File: config.mk
export PLATFORM = sky130hd
export DESIGN_NAME = hit_extend
export DESIGN_NICKNAME = d
export VERILOG_FILES = /design/src/rtl/blast_pkg.sv /design/src/rtl/hit_fifo.sv /design/src/rtl/hit_extend.sv
export SDC_FILE = /design/constraint.sdc
export NUM_CORES = 2
export LEC_CHECK = 0
export ABC_AREA = 1
export BUFFER_PORTS_ARGS = -buffer_cell sky130_fd_sc_hd__buf_2
export CORE_AREA = 2 2 471 473
export CTS_BUF_LIST = sky130_fd_sc_hd__clkbuf_2 sky130_fd_sc_hd__clkbuf_4 sky130_fd_sc_hd__clkbuf_8
export DETAILED_ROUTE_END_ITERATION = 6
export DIE_AREA = 0 0 473 475
export GPL_TIMING_DRIVEN = 0
export SLEW_MARGIN = 20
export SYNTH_ARGS = -nofsm -noshare
export SYNTH_HDL_FRONTEND = slang
export SYNTH_HIERARCHICAL = 1
export SYNTH_SLANG_ARGS = --single-unit
File: constraint.sdc
create_clock -name clk -period 18.6 [get_ports clk]
set_input_delay 3.72 -clock clk [delete_from_list [all_inputs] [get_ports clk]]
set_output_delay 3.72 -clock clk [all_outputs]
set_load 0.005 [all_outputs]
File: src/rtl/blast_pkg.sv
// Shared types and constants for the seed-hit extension pipeline.
package blast_pkg;
  localparam int DDR_LINE_BITS = 512;
  localparam int SYM_BITS      = 2;
  localparam int SCORE_W       = 11;
  localparam int NUM_SYMS      = DDR_LINE_BITS / SYM_BITS;

  typedef enum logic [2:0] {IDLE, REQ, WAIT, SCORE, OUT} state_e;

  typedef struct packed {
    logic [31:0] start;
    logic [31:0] stop;
  } hit_t;
endpackage

File: src/rtl/hit_fifo.sv
// Show-ahead hit FIFO; a push while full is accepted only alongside a pop.
module hit_fifo #(
  parameter int DEPTH = 8,
  parameter int W     = 64
) (
  input  logic         clk,
  input  logic         rst,
  input  logic         push_i,
  input  logic         pop_i,
  input  logic [W-1:0] wdata_i,
  output logic [W-1:0] rdata_o,
  output logic         full_o,
  output logic         empty_o
);
  localparam int AW = $clog2(DEPTH);

  logic [W-1:0] mem_q [DEPTH];
  logic [AW:0]  wptr_q, rptr_q;
  logic         push_ok, pop_ok;

  assign empty_o = (wptr_q == rptr_q);
  assign full_o  = (wptr_q[AW] != rptr_q[AW]) && (wptr_q[AW-1:0] == rptr_q[AW-1:0]);
  assign push_ok = push_i && (!full_o || pop_i);
  assign pop_ok  = pop_i && !empty_o;
  assign rdata_o = mem_q[rptr_q[AW-1:0]];

  always_ff @(posedge clk) begin
    if (push_ok) mem_q[wptr_q[AW-1:0]] <= wdata_i;
  end

  always_ff @(posedge clk or negedge rst) begin
    if (!rst) begin
      wptr_q <= '0;
      rptr_q <= '0;
    end else begin
      if (push_ok) wptr_q <= wptr_q + 1'b1;
      if (pop_ok)  rptr_q <= rptr_q + 1'b1;
    end
  end
endmodule

File: src/rtl/hit_extend.sv
// Buffers seed hits, fetches each hit's DDR line and runs ungapped X-drop
// extension against the latched query, handing results to the comparator.
module hit_extend
  import blast_pkg::*;
#(
  parameter int HIT_FIFO_DEPTH   = 8,
  parameter int SYMS_PER_CYCLE   = 8,
  parameter int MATCH_SCORE      = 1,
  parameter int MISMATCH_PENALTY = 3,
  parameter int XDROP            = 10
) (
  input  logic                     clk,
  input  logic                     rst,
  input  logic                     hitTEST,
  input  logic [31:0]              locationStart,
  input  logic [31:0]              locationEnd,
  input  logic [DDR_LINE_BITS-1:0] query,
  input  logic                     queryValid,
  output logic                     ddr_rd,
  output logic [31:0]              readAdd,
  input  logic                     ddr_rd_done,
  input  logic                     ddr_rd_valid,
  input  logic [DDR_LINE_BITS-1:0] ddr_rd_data,
  input  logic                     rdNew,
  output logic                     scoreValid,
  output logic [SCORE_W-1:0]       maxScoreOut,
  output logic [31:0]              outAddress,
  output logic [31:0]              outEnd,
  output logic [15:0]              hitDropCnt
);
  state_e                   state_q;
  logic [DDR_LINE_BITS-1:0] query_q, line_q;
  hit_t                     hit_q, fifo_rdata;
  logic [11:0]              run_q, max_q, run_d, max_d;
  logic [7:0]               idx_q, sym_idx;
  logic                     xdrop_d;
  logic                     fifo_full, fifo_empty, pop;
  logic                     ddr_rd_q, score_valid_q;
  logic [31:0]              read_add_q, out_addr_q, out_end_q;
  logic [SCORE_W-1:0]       max_out_q;
  logic [15:0]              drop_cnt_q;

  assign pop = (state_q == IDLE) && !fifo_empty;

  hit_fifo #(.DEPTH(HIT_FIFO_DEPTH), .W(64)) u_fifo (
    .clk    (clk),
    .rst    (rst),
    .push_i (hitTEST),
    .pop_i  (pop),
    .wdata_i({locationStart, locationEnd}),
    .rdata_o(fifo_rdata),
    .full_o (fifo_full),
    .empty_o(fifo_empty)
  );

  // Symbols idx..idx+SYMS_PER_CYCLE-1 scored as one ripple chain per cycle.
  always_comb begin
    run_d   = run_q;
    max_d   = max_q;
    xdrop_d = 1'b0;
    sym_idx = idx_q;
    for (int k = 0; k < SYMS_PER_CYCLE; k++) begin
      sym_idx = idx_q + 8'(k);
      if (query_q[{sym_idx, 1'b0} +: SYM_BITS] == line_q[{sym_idx, 1'b0} +: SYM_BITS])
        run_d = run_d + 12'(MATCH_SCORE);
      else if (run_d >= 12'(MISMATCH_PENALTY))
        run_d = run_d - 12'(MISMATCH_PENALTY);
      else
        run_d = '0;
      if (run_d > max_d) max_d = (run_d > 12'd2047) ? 12'd2047 : run_d;
      if ((max_d > run_d) && (max_d - run_d > 12'(XDROP))) xdrop_d = 1'b1;
    end
  end

  always_ff @(posedge clk or negedge rst) begin
    if (!rst) begin
      state_q       <= IDLE;
      query_q       <= '0;
      line_q        <= '0;
      hit_q         <= '0;
      run_q         <= '0;
      max_q         <= '0;
      idx_q         <= '0;
      ddr_rd_q      <= 1'b0;
      read_add_q    <= '0;
      score_valid_q <= 1'b0;
      max_out_q     <= '0;
      out_addr_q    <= '0;
      out_end_q     <= '0;
      drop_cnt_q    <= '0;
    end else begin
      if (queryValid && state_q == IDLE && fifo_empty) query_q <= query;
      if (hitTEST && fifo_full && !pop && drop_cnt_q != 16'hFFFF)
        drop_cnt_q <= drop_cnt_q + 16'd1;
      case (state_q)
        IDLE: if (!fifo_empty) begin
          hit_q      <= fifo_rdata;
          ddr_rd_q   <= 1'b1;
          read_add_q <= {fifo_rdata.start[31:9], 9'b0};
          state_q    <= REQ;
        end
        REQ: if (ddr_rd_done) begin
          ddr_rd_q <= 1'b0;
          state_q  <= WAIT;
        end
        WAIT: if (ddr_rd_valid) begin
          line_q  <= ddr_rd_data;
          run_q   <= '0;
          max_q   <= '0;
          idx_q   <= '0;
          state_q <= SCORE;
        end
        SCORE: begin
          run_q <= run_d;
          max_q <= max_d;
          idx_q <= idx_q + 8'(SYMS_PER_CYCLE);
          if (xdrop_d || idx_q == 8'(NUM_SYMS - SYMS_PER_CYCLE)) begin
            score_valid_q <= 1'b1;
            max_out_q     <= max_d[SCORE_W-1:0];
            out_addr_q    <= hit_q.start;
            out_end_q     <= hit_q.stop;
            state_q       <= OUT;
          end
        end
        OUT: if (rdNew) begin
          score_valid_q <= 1'b0;
          state_q       <= IDLE;
        end
        default: state_q <= IDLE;
      endcase
    end
  end

  assign ddr_rd      = ddr_rd_q;
  assign readAdd     = read_add_q;
  assign scoreValid  = score_valid_q;
  assign maxScoreOut = max_out_q;
  assign outAddress  = out_addr_q;
  assign outEnd      = out_end_q;
  assign hitDropCnt  = drop_cnt_q;
endmodule

==> impl_metrics.yaml <==
status:
  status: "finished with violations"
  violations: "DRC"
setup_path:
  worstPathBufferInverterCount: 39
  crit_start: "idx_q[3]"
  cpMostUsedCell: "nand2_1"
  cp_max_fo: 10
  rr_startpoint: "idx_q[3]"
  worst_path_dominant_cell_family: "simple AND/OR/NAND/NOR gates"
  worstPathArrival_ps: 18890
  crit_required_ps: 19550
  crit_slowest_cell: "clkbuf_1"
  critPathMaxStageDelay_ps: 590
  endpoint_kind: "flop"
  critical_path_class: "flop to flop"
  start_kind: "flop"
clock_tree:
  clk_path_buf_depth: 4
  clock_latency_ps: 1120
  cts-root-buf: "clkbuf_8"
  ctsHoldBuffers: 0
  clk_pin_slew_worst_paths_ps: 60
  cts_made_buffers: 323
  cts_sinks: 1733
  ctsHtreeMaxLevel: 5
  cts_tree: "built"
die:
  core-area_mm2: 0.2191
  rows: 172
  dieArea_mm2: 0.2247
  start_util_pct: 40.11
  boundaryPins: 1220
  die_h_um: 475
  die_w_um: 473
place:
  place.gp.congestion: 1.042
  port_buffers: 1210
  hpwl_um: 365200
drt:
  ant_nets: 0
  wl_per_cell_um: 33.10
  routed-via-count: 83190
  viasPerCell: 5.838
  routed_wl_um: 471700
  drc_errors: 6
  dr.pass1.iters: 7
  drt_iter0_drc: 9808
synth:
  ys_types: 79
  synthXorXnorAreaFrac_pct: 1.494
  ys_seq_elements: 1733
  synth_top_area_share_pct: 34.77
  synthMuxAreaShare_pct: 10.84
  synthFlopType: "dfrtp_1"
  yosysMostFrequentCell: "nand2_1"
  syn_area_mm2: 0.08787
  synth-simple-area-share_pct: 15.31
  synth_seq_area_share_pct: 52.27
  post_synth_inst_count: 9128
  syn_avg_cell_area_um2: 9.626
  synth_top_family_by_area: "simple AND/OR/NAND/NOR gates"
  synth_edf_count: 512
  async_flop_share_pct: 70.46
  ys_top_cells_by_area: "dfrtp_1 35%, edfxtp_1 17%, mux2_2 11%, nand2_1 6.9%, o21ai_0 5.3%"
  synth.largest_area_cell: "dfrtp_1"
  synthTopCellsByCount: "1618 x nand2_1, 1221 x dfrtp_1, 924 x o21ai_0"
  synth_compound_area_share_pct: 11.44
  yosys_warnings: 6
  synthAdderAreaFrac_pct: 2.859
hold_path:
  min_from: "outAddress[0]"
  hp-class: "flop to flop"
sta:
  final_hold_viol_count: 0
  finalMaxSlewViolations: 0
  timing.final.crit_period_ps: 17940
  tightest_slew_ps: 1325
  skew_ps: 157.2
  finalSetupViolCount: 0
  grt_setup_unrepaired: "yes"
  period_share_pct: 96.45
  timing.fmax_mhz: 55.74
  slew_headroom_pct: 11.69
cells_and_area:
  syn2layout_area_growth_pct: 26.50
  utilization_pct: 50.74
  drive_above_1_share_pct: 32.59
  nets: 12240
global_routing:
  antenna_found_initial: 300
  grt_first_pass_wirelength_um: 631100
  grt_use_total_pct: 40.70
  grt_max_degree: 136
  grt_pass1_vias: 79110
  overflow: 0
flow_run:
  drv_cap: 0
[area by class of cell]
cell class | count | area (um2)
Inverter | 664 | 2594
Clock buffer | 492 | 6140
Clock inverter | 61 | 451.7
Multi-Input combinational cell | 6193 | 38790
Sequential cell | 1733 | 45930
Fill cell | 20570 | 107900
Tap cell | 2871 | 3592
Buffer | 547 | 3105
Timing Repair Buffer | 1489 | 10050
Antenna cell | 200 | 500.5
[worst reg2reg max path: cells and delay by family, from the launching register on]
family	cells	cell delay, ps
AO/OA/AOI/OAI	11	2220
XOR/XNOR	2	320
adder cells (fa/ha/maj)	7	1920
buffers and inverters	39	6460
flip-flops	1	380
AND/OR/NAND/NOR	60	6640
[cell families (layout without fill, tap and decap cells)]
| family | count (synthesis) | after routing |
|---|---|---|
| AOI/OAI and AO/OA | 1790 | 1790 |
| xor gates and xnor gates | 149 | 149 |
| adders and majority gates | 196 | 196 |
| and+or+nand+nor | 3202 | 3204 |
| other | 1 | 209 |
| muxes | 845 | 845 |
| DFF | 1733 | 1733 |
| buffers and inverters | 1212 | 3253 |
[registers in the layout (all words and copies together) (netlist names)]
name / count
scoreValid: 1
u_fifo/mem_q: 512
outAddress: 32
u_fifo/rptr_q: 4
outEnd: 32
hitDropCnt: 16
max_q: 12
u_fifo/wptr_q: 4
maxScoreOut: 11
state_q: 3
line_q: 512
query_q: 512
idx_q: 5
hit_q: 64
run_q: 12
ddr_rd: 1
[cells in the final DEF, fill, tap and decap left out, types with 321 or more instances in the layout]
cell / n
inv_1: 563
nand3_1: 511
a21oi_1: 321
mux2_2: 844
nand2_1: 1535
o21ai_0: 886
nor2_1: 783
dfrtp_1: 1221
clkbuf_8: 391
edfxtp_1: 512
buf_2: 1270
[metal layers]
layer  vias to the layer above  track usage (%)  wire length [um]  part of all wire [%]
li1                      35180                -                 -                     -
met1                     41140            49.92            175400                    37
met5                         -                0               710                  0.15
met2                      5306            58.97            198100                    42
met4                       110            31.17             42150                   8.9
met3                      1452            13.70             55260                    12
[through the flow]
step	setup TNS, ps	setup slack, ps	instance area [um2]	cells	hold slack [ps]
after detailed placement	-588120	-7336	100000	13310	455.1
final	0	660.1	111200	14250	470.7
after global routing	-17320	-303.3	111000	14200	492.8
after CTS	0	11.85	108600	13960	472.5
after global placement	-	-14410	97550	13220	451.4
after floorplan	0	1471	87900	9136	442.7
[repair_timing]
item	4_1_cts	5_1_grt
setup endpoints to repair	91	79
cloned	8	8
resized for setup	298	306
buffers inserted	88	84
pin swaps	66	138
[path summary, 6_finish.rpt]
path,cells after the start,end,slack [ps]
worst min-delay path,2,outAddress[0],470
max in group asynchronous,5,line_q[213],13070
min in group asynchronous,1,query_q[59],2570
worst min register to register,2,outAddress[0],470
worst max register to register,119,outEnd[10],660
worst max-delay path,119,outEnd[10],660
Power is not shown: default switching activity piles up to over one toggle a cycle in this logic, so the estimate is an artifact.
